$ cat src/rtl/jtag_master.sv
// Host-side JTAG initiator: turns reset/IR/DR/idle commands into TCK/TMS/TDI
// waveforms and returns the captured TDO bits on a response channel.
module jtag_master #(
  parameter int CLK_DIV = 4,
  parameter int MAX_LEN = 64
) (
  input  logic               clk,
  input  logic               rst,
  input  logic               cmd_valid,
  output logic               cmd_ready,
  input  logic [1:0]         cmd_type,
  input  logic [6:0]         cmd_len,
  input  logic [MAX_LEN-1:0] cmd_data,
  output logic               rsp_valid,
  input  logic               rsp_ready,
  output logic [MAX_LEN-1:0] rsp_data,
  output logic               busy,
  output logic               jtag_TCK,
  output logic               jtag_TMS,
  output logic               jtag_TDI,
  input  logic               jtag_TDO,
  output logic [1:0]         dbg_state
);

  localparam int DW = (CLK_DIV > 1) ? $clog2(CLK_DIV) : 1;
  localparam int IW = (MAX_LEN > 1) ? $clog2(MAX_LEN) : 1;
  localparam logic [DW-1:0] DIV_LAST = DW'(CLK_DIV - 1);
  localparam logic [7:0]    LEN_MAX  = 8'(MAX_LEN);

  typedef enum logic [1:0] {
    S_IDLE = 2'd0,
    S_RUN  = 2'd1,
    S_RSP  = 2'd2
  } state_t;

  typedef struct packed {
    logic          shift;
    logic          tms;
    logic          tdi;
    logic [IW-1:0] idx;
  } seq_t;

  // Handshakes: a transfer happens on any clk edge where valid && ready are both
  // high. cmd_ready is high only in IDLE; rsp_valid/rsp_data hold until rsp_ready.

  function automatic logic [7:0] f_eff_len(input logic [1:0] typ, input logic [6:0] len);
    logic [7:0] l;
    l = {1'b0, len};
    if (typ == 2'd1 || typ == 2'd2) begin
      if (l == 8'd0) l = 8'd1;
      else if (l > LEN_MAX) l = LEN_MAX;
    end
    return l;
  endfunction

  function automatic logic [7:0] f_total(input logic [1:0] typ, input logic [7:0] len);
    case (typ)
      2'd0:    return 8'd6;
      2'd1:    return len + 8'd6;
      2'd2:    return len + 8'd5;
      default: return len;
    endcase
  endfunction

  // TMS/TDI and shift position for rising edge e of a command, starting and
  // ending in Run-Test/Idle.
  function automatic seq_t f_seq(input logic [1:0] typ, input logic [7:0] len,
                                 input logic [7:0] e, input logic [MAX_LEN-1:0] data);
    seq_t       s;
    logic [7:0] pre;
    logic [7:0] rel;
    s   = '0;
    pre = (typ == 2'd1) ? 8'd4 : 8'd3;
    rel = e - pre;
    case (typ)
      2'd0: s.tms = (e < 8'd5);
      2'd1, 2'd2: begin
        if (e < pre) begin
          s.tms = (typ == 2'd1) ? (e < 8'd2) : (e == 8'd0);
        end else if (rel < len) begin
          s.shift = 1'b1;
          s.idx   = rel[IW-1:0];
          s.tdi   = data[rel[IW-1:0]];
          s.tms   = (rel == len - 8'd1);
        end else begin
          s.tms = (rel == len);
        end
      end
      default: s = '0;
    endcase
    return s;
  endfunction

  state_t               r_state;
  state_t               w_next;
  logic                 r_cmd_ready;
  logic                 r_busy;
  logic                 r_tck;
  logic                 r_tms;
  logic                 r_tdi;
  logic [DW-1:0]        r_div;
  logic [7:0]           r_edge;
  logic [7:0]           r_total;
  logic [1:0]           r_type;
  logic [7:0]           r_len;
  logic [MAX_LEN-1:0]   r_data;
  logic [MAX_LEN-1:0]   r_rsp;

  logic                 w_accept;
  logic                 w_tick;
  logic                 w_last;
  logic [7:0]           w_cmd_len;
  logic [1:0]           w_seq_typ;
  logic [7:0]           w_seq_len;
  logic [7:0]           w_seq_edge;
  logic [MAX_LEN-1:0]   w_seq_data;
  seq_t                 w_seq;

  assign w_accept  = cmd_valid && r_cmd_ready && (r_state == S_IDLE);
  assign w_tick    = (r_div == DIV_LAST);
  assign w_last    = (r_edge == r_total - 8'd1);
  assign w_cmd_len = f_eff_len(cmd_type, cmd_len);

  // One sequence decoder: in IDLE it looks at the incoming command (first bit),
  // while running it looks at the current edge before a rise and the next edge
  // before a fall.
  assign w_seq_typ  = (r_state == S_IDLE) ? cmd_type  : r_type;
  assign w_seq_len  = (r_state == S_IDLE) ? w_cmd_len : r_len;
  assign w_seq_data = (r_state == S_IDLE) ? cmd_data  : r_data;
  assign w_seq_edge = (r_state == S_IDLE) ? 8'd0 : (r_tck ? r_edge + 8'd1 : r_edge);
  assign w_seq      = f_seq(w_seq_typ, w_seq_len, w_seq_edge, w_seq_data);

  always_ff @(posedge clk) begin
    if (rst) r_state <= S_IDLE;
    else     r_state <= w_next;
  end

  always_comb begin
    w_next = r_state;
    case (r_state)
      S_IDLE: if (w_accept) w_next = (cmd_type == 2'd3 && cmd_len == 7'd0) ? S_RSP : S_RUN;
      S_RUN:  if (w_tick && r_tck && w_last) w_next = S_RSP;
      S_RSP:  if (rsp_ready) w_next = S_IDLE;
      default: w_next = S_IDLE;
    endcase
  end

  always_ff @(posedge clk) begin
    if (rst) begin
      r_cmd_ready <= 1'b0;
      r_busy      <= 1'b0;
      r_tck       <= 1'b0;
      r_tms       <= 1'b1;
      r_tdi       <= 1'b0;
      r_div       <= '0;
      r_edge      <= 8'd0;
      r_total     <= 8'd0;
      r_type      <= 2'd0;
      r_len       <= 8'd0;
      r_data      <= '0;
      r_rsp       <= '0;
    end else begin
      r_cmd_ready <= (w_next == S_IDLE);
      case (r_state)
        S_IDLE: begin
          if (w_accept) begin
            r_type  <= cmd_type;
            r_len   <= w_cmd_len;
            r_data  <= cmd_data;
            r_total <= f_total(cmd_type, w_cmd_len);
            r_edge  <= 8'd0;
            r_div   <= '0;
            r_tck   <= 1'b0;
            r_rsp   <= '0;
            r_tms   <= w_seq.tms;
            r_tdi   <= w_seq.tdi;
            r_busy  <= 1'b1;
          end
        end
        S_RUN: begin
          if (w_tick) begin
            r_div <= '0;
            r_tck <= ~r_tck;
            if (!r_tck) begin
              if (w_seq.shift) r_rsp[w_seq.idx] <= jtag_TDO;
            end else begin
              r_edge <= r_edge + 8'd1;
              // Final fall parks the pins at TMS=0/TDI=0 so the TAP idles.
              if (w_last) begin
                r_tms <= 1'b0;
                r_tdi <= 1'b0;
              end else begin
                r_tms <= w_seq.tms;
                r_tdi <= w_seq.tdi;
              end
            end
          end else begin
            r_div <= r_div + DW'(1);
          end
        end
        S_RSP: begin
          r_tck <= 1'b0;
          if (rsp_ready) r_busy <= 1'b0;
        end
        default: r_busy <= 1'b0;
      endcase
    end
  end

  assign cmd_ready = r_cmd_ready;
  assign rsp_valid = (r_state == S_RSP);
  assign rsp_data  = r_rsp;
  assign busy      = r_busy;
  assign jtag_TCK  = r_tck;
  assign jtag_TMS  = r_tms;
  assign jtag_TDI  = r_tdi;
  assign dbg_state = r_state;

endmodule

$ cat config.mk
export PLATFORM = sky130hd
export DESIGN_NAME = jtag_master
export DESIGN_NICKNAME = d
export VERILOG_FILES = /design/src/rtl/jtag_master.sv
export SDC_FILE = /design/constraint.sdc
export NUM_CORES = 1
export LEC_CHECK = 0
export ABC_AREA = 1
export CELL_PAD_IN_SITES_DETAIL_PLACEMENT = 0
export CELL_PAD_IN_SITES_GLOBAL_PLACEMENT = 1
export CORE_ASPECT_RATIO = 1.4
export CORE_MARGIN = 2
export CORE_UTILIZATION = 34
export DETAILED_ROUTE_END_ITERATION = 6
export DONT_BUFFER_PORTS = 1
export PLACE_DENSITY = 0.65
export SLEW_MARGIN = 20
export SYNTH_ARGS = -nofsm -noshare
export SYNTH_HDL_FRONTEND = slang
export SYNTH_SLANG_ARGS = --single-unit
$ cat constraint.sdc
create_clock -name clk -period 7.5 [get_ports clk]
set_clock_uncertainty 0.15 [all_clocks]
set_input_delay 1.125 -clock clk [delete_from_list [all_inputs] [get_ports clk]]
set_output_delay 1.125 -clock clk [all_outputs]
set_load 0.005 [all_outputs]
==> Word-level counts from Yosys, hierarchy flattened <==
Cells that the tools add are included.
{ "totals": {"in_bits": 78, "regBits": 163, "word_cells": 127} }
{ "op_classes": {"order_cmp": 8, "bitwise_logic": 2, "n_reduce_logical": 23, "n_mux": 57, "n_eq_ne": 17, "addsub": 7} }
{ "ops": {"columns": ["operator", "count"], "rows": [
  ["64-bit 2-to-1 mux", 5],
  ["64-bit case mux with 2 select lines", 1],
  ["64-bit bitwise mux", 1],
  ["7-bit 2-to-1 mux", 6],
  ["8-bit 2-to-1 mux", 5],
  ["8-bit == test", 3],
  ["8-bit case mux with 3 select lines", 1],
  ["1-bit 2-to-1 mux", 20],
  ["8-bit by 3-bit adder with 8-bit output, second input constant", 2],
  ["8-bit case mux with 2 select lines", 1],
  ["8-bit by 1-bit subtractor with 8-bit output, second input constant", 2],
  ["6-bit by 7-bit less-than comparator with 1-bit output, second input constant", 2],
  ["2-bit 2-to-1 mux", 7],
  ["2-bit == test, second input constant", 5],
  ["2-bit inequality test, second input constant", 5],
  ["3-bit AND reduction", 3],
  ["8-bit by 1-bit adder with 8-bit output, second input constant", 1],
  ["2-bit zero test", 4],
  ["8-bit zero test", 1],
  ["8-bit by 2-bit less-than comparator with 1-bit output, second input constant", 1],
  ["8-bit by 3-bit less-than comparator with 1-bit output", 1],
  ["8-bit by 3-bit less-than comparator with 1-bit output, second input constant", 1],
  ["8-bit less-than comparator", 1],
  ["8-bit by 3-bit subtractor with 8-bit output", 1],
  ["other kinds (22)", 34]
]} }

==> Longest topological paths before layout <==
{ "depth": {"ltp_word": 19, "mapped_depth": 34, "mapped_depth_nobuf": 31} }

==> Least setup slack after synthesis <==
No wires, ideal clock.
{ "synth_path": {"path_type": "register to register", "start": "reg r_state[0], in the netlist dbg_state[0]", "end": "reg r_rsp[44], in the netlist rsp_data[44]", "path_buffers": 7, "synth_period_minus_slack_ps": 5607, "arrival_ps": 5325, "path_slack_ps": 1893, "required_ps": 7218, "setup_time_ps": 132, "stages_incl_launch_ff": 34, "cell_sequence": "dfxtp_1 inv_2 nand2_2 inv_1 buf_2 clkbuf_1 clkbuf_1 nand2_1 o21ai_0 inv_1 ha_1 inv_1 ha_1 fa_1 buf_2 inv_1 clkbuf_1 clkbuf_1 ha_1 inv_1 nor2_1 o211ai_1 a21oi_1 nor3_1 nand3_2 nor2_8 nand3_2 nor2_4 buf_2 nand2_1 nand2_1 nand2_1 nand2_1 a21oi_1"} }
{ "synth_via": {"elab_chain_cells": 18} }
{ "synth_rtl": {"columns": ["item", "line_no", "source"], "rows": [
  ["start, declared", "94", "state_t r_state;"],
  ["start signal, assigned", "135", "else r_state <= w_next;"],
  ["2-bit zero test", null, null],
  ["2-bit 2-to-1 mux", "127", "assign w_seq_typ = (r_state == S_IDLE) ? cmd_type : r_type;"],
  ["2-bit by 1-bit == test with 1-bit output", "73, 75", null],
  ["3-bit 2-to-1 mux", "73", "pre = (typ == 2'd1) ? 8'd4 : 8'd3;"],
  ["8-bit by 3-bit subtractor with 8-bit output", "74", "rel = e - pre;"],
  ["8-bit less-than comparator", "80", "end else if (rel < len) begin"],
  ["7-bit 2-to-1 mux", "80", null],
  ["7-bit 2-to-1 mux", "78", "if (e < pre) begin"],
  ["(+2 left out)", null, null],
  ["1-bit logical AND (not written as such)", "185", "if (w_seq.shift) r_rsp[w_seq.idx] <= jtag_TDO;"],
  ["1-bit 2-to-1 mux (not written as such)", "185", null],
  ["1-bit demux with 6-bit select", "185", null],
  ["64-bit bitwise mux", "185", null],
  ["64-bit 2-to-1 mux", "185", null],
  ["64-bit 2-to-1 mux", "184", "if (!r_tck) begin"],
  ["64-bit 2-to-1 mux", "181", "if (w_tick) begin"],
  ["64-bit case mux with 2 select lines", "164", "case (r_state)"],
  ["end signal, assigned by index", "185", null],
  ["end, declared", "107", "logic [MAX_LEN-1:0] r_rsp;"]
]} }
Parallel ways exist; a longest one is shown, timed or not. The select of a mux whose other input is x is not followed.
A chain may end at the register's enable or synchronous reset.

==> Final worst setup path <==
{ "layout_path": {"start": "reg r_state[0], in the netlist dbg_state[0]", "end": "reg r_rsp[28], in the netlist rsp_data[28]"} }
Same word-level chain as after synthesis.

==> impl_metrics.yaml <==
run_status:
  status: "finished, final reports clean"
yosys:
  syn-num-nets: 1660
  yosysSeqAreaShare: 0.329
  synth_seq_cells: 162
  synth_edf_count: 0
  ys.flop_type: "dfxtp_1"
  async_reset_ff_frac: 0
  synth.avg_cell_area_sq_um: 6.33
  netlist_area_sq_um: 9860
  yosysWarnings: 0
  syn_inst: 1557
  yosys.cell_types.count: 42
place:
  place_hpwl_mm: 21.4
  dp_worst_setup_slack_ps: 1330
  gp_congestion: 0.874
  dpl_cell_area_sq_um: 10000
  port_buffers: 0
drt:
  wl_mm: 31.7
  dr_total_vias: 9651
  wl_per_cell_microns: 16.9
  initialDrtViolationCount: 457
  detail-route-antenna-nets: 0
  routed_via_density: 5.15
  firstDrtPassIters: 7
  drc: 0
run:
  cap_violations: 0
pwr:
  p_clk_frac: 0.427
  ir_drop_mv: 0.163
  seqPwrFrac: 0.411
  power_density_nw_per_um2: 208
  p_int_mw: 1.58
  leakagePower_nw: 4.09
  p_sw_mw: 0.627
  p_comb_frac: 0.162
  sw_frac_of_total: 0.284
floorplanning:
  start_util: 0.346
  ios: 150
  fp.dieW_microns: 148
  core-area_sq_um: 28500
  die_h_microns: 205
  rows: 73
  dieArea_sq_um: 30400
sta:
  fin_crit_sh: 0.813
  max_freq_ghz: 0.164
  setup_viol: 0
  hold_violations: 0
  post-route-min-period_ps: 6100
  fin_tns_setup_ps: 0
  slew-limit-headroom: 0.345
  tightestPinTransition_ps: 983
  maxSlewViolCount: 0
  setup_ws_ps: 1400
  grt_setup_unrepaired: "no"
worst_hold_path:
  hold_path_startpoint: "r_data[30]"
  hold_end: "r_data[30]"
  hold_depth: 2
  hold_class: "register to register"
global_routing:
  grt-ovfl-total: 0
  grt_pass1_wl_mm: 50.4
  grt_use_total: 0.209
  grt_max_degree: 122
  grt_pass1_vias: 9043
  antenna_found_initial: 0
clock_tree:
  path_clk_slew_ps: 60
  clk_path_buf_depth: 2
  hold_buffers: 0
  htreeDepth: 4
  cts_tree: "yes"
  root_buffer: "clkbuf_16"
  post_cts_resized: 0
  post_cts_buffers: 0
  clk_latency_ps: 450
  cts.sinks: 162
  cts_buffers: 17
worst_setup_path:
  start_kind: "register"
  worstReg2RegStart: "dbg_state[0]"
  rr_worst_depth: 25
  timing.rr.end: "rsp_data[28]"
  crit_path_end_kind: "register"
  cp_max_fo: 31
  critPathArrivalTime_ps: 6320
  rrSetupSlack_ps: 1400
  required_ps: 7720
  path_class: "register to register"
layout:
  design_area_sq_um: 10600
  layout_commonest_cell: "nand2_1"
  drive_above_1_share: 0.0581
  mostFrequentLayoutCells: "492 x nand2_1, 208 x a21oi_1, 162 x dfxtp_1, 145 x nand3_1, 105 x o21ai_0"
  nets: 1590
  syn_to_final_growth_pct: 7.65
  antenna_cells: 0
-- sequential cells by signal (all words and copies together), names as in the netlist --
name	cells
jtag_TMS	1
r_div	2
r_total	8
r_type	2
jtag_TCK	1
dbg_state	2
r_len	7
rsp_data	64
busy	1
r_data	64
cmd_ready	1
jtag_TDI	1
r_edge	8
-- per-stage QoR --
step / util / total power [mW] / hold slack [ps] / std cells
floorplan: - / 1.20 / 275 / 1557
global route: 0.372 / 2.32 / 324 / 1873
global placement: 0.351 / 1.28 / 285 / 1843
finish: 0.372 / 2.20 / 297 / 1873
CTS: 0.372 / 2.24 / 300 / 1873
detailed placement: 0.351 / 1.28 / 291 / 1843
-- cells in the mapped netlist (all sizes together), types with 2 or more instances --
library cell | n | area, sq um
nand2 | 495 | 1870
a21oi | 208 | 1040
dfxtp | 162 | 3240
nand3 | 152 | 803
inv | 110 | 413
o21ai | 109 | 546
nor2 | 102 | 484
clkbuf | 60 | 225
buf | 45 | 249
ha | 24 | 300
a211oi | 17 | 128
nand4 | 15 | 93.8
nor3 | 12 | 82.6
xor2 | 9 | 78.8
or2 | 5 | 31.3
xnor2 | 5 | 43.8
a32o | 4 | 40.0
o211ai | 4 | 30.0
o21bai | 3 | 22.5
o31ai | 3 | 36.3
a31oi | 2 | 12.5
o2111ai | 2 | 17.5
o22ai | 2 | 12.5
-- worst max-delay path, stage by stage, from the launching register on --
cell and delay (ps):
dfxtp_1 500, inv_2 100, nand2_2 80, clkinv_2 270, o21ai_0 420, ha_1 300, inv_1 110, ha_2 200
fa_1 370, nand3b_1 210, inv_1 70, nor2_1 50, nand2_1 50, nand2_1 160, inv_2 310, ha_1 290
nand3_1 100, a21oi_1 50, nor3_1 390, nand4_1 270, o21ai_1 180, nand2_1 150, nor2_4 600, buf_4 360
nand3_1 100, a21oi_1 160
-- metal layers --
layer	track usage	vias to the layer above	part of all wire
met5	0	-	0
met2	0.354	244	0.48
met1	0.258	4377	0.43
met3	0.0470	48	0.057
li1	-	4982	-
met4	0.0850	0	0.029
-- layout make-up --
| type | instances | area, sq um |
|---|---|---|
| clock buffers | 21 | 460 |
| clock inverters | 9 | 155 |
| fillers | 3129 | 17900 |
| inverters | 111 | 418 |
| multi-input cells | 1179 | 5750 |
| flip-flops and latches | 162 | 3240 |
| well taps | 375 | 469 |
| repair buffers | 16 | 120 |
-- cells by family after synthesis --
kind of cell,share of synthesized area
AND/OR/NAND/NOR,0.343
adder cells (fa/ha/maj),0.0325
flip-flops,0.329
XOR/XNOR,0.0124
AO/OA/AOI/OAI,0.193
buffers and inverters,0.0904
-- power by group through the flow --
| stage | Sequential [mW] | Clock [mW] | Combinational [mW] |
|---|---|---|---|
| after global placement | 0.925 | 0 | 0.357 |
| after floorplan | 0.921 | 0 | 0.281 |
| after CTS | 0.906 | 0.972 | 0.361 |
| after detailed placement | 0.926 | 0 | 0.359 |
| final | 0.907 | 0.942 | 0.356 |
| after global routing | 0.910 | 1.00 | 0.409 |
-- how the worst max path moves through the flow --
| stage | from | depth (start not counted) | slack (ps) | to |
|---|---|---|---|---|
| after global routing | dbg_state[0] | 25 | 760 | rsp_data[15] |
| after floorplan | dbg_state[0] | 33 | 1890 | rsp_data[44] |
| after detailed placement | cmd_type[1] | 24 | 1330 | rsp_data[19] |
| final | dbg_state[0] | 25 | 1400 | rsp_data[28] |
| after CTS | dbg_state[0] | 25 | 1380 | rsp_data[19] |
| after global placement | cmd_type[1] | 24 | 1450 | rsp_data[20] |
Power figures use the tool's default switching activity.
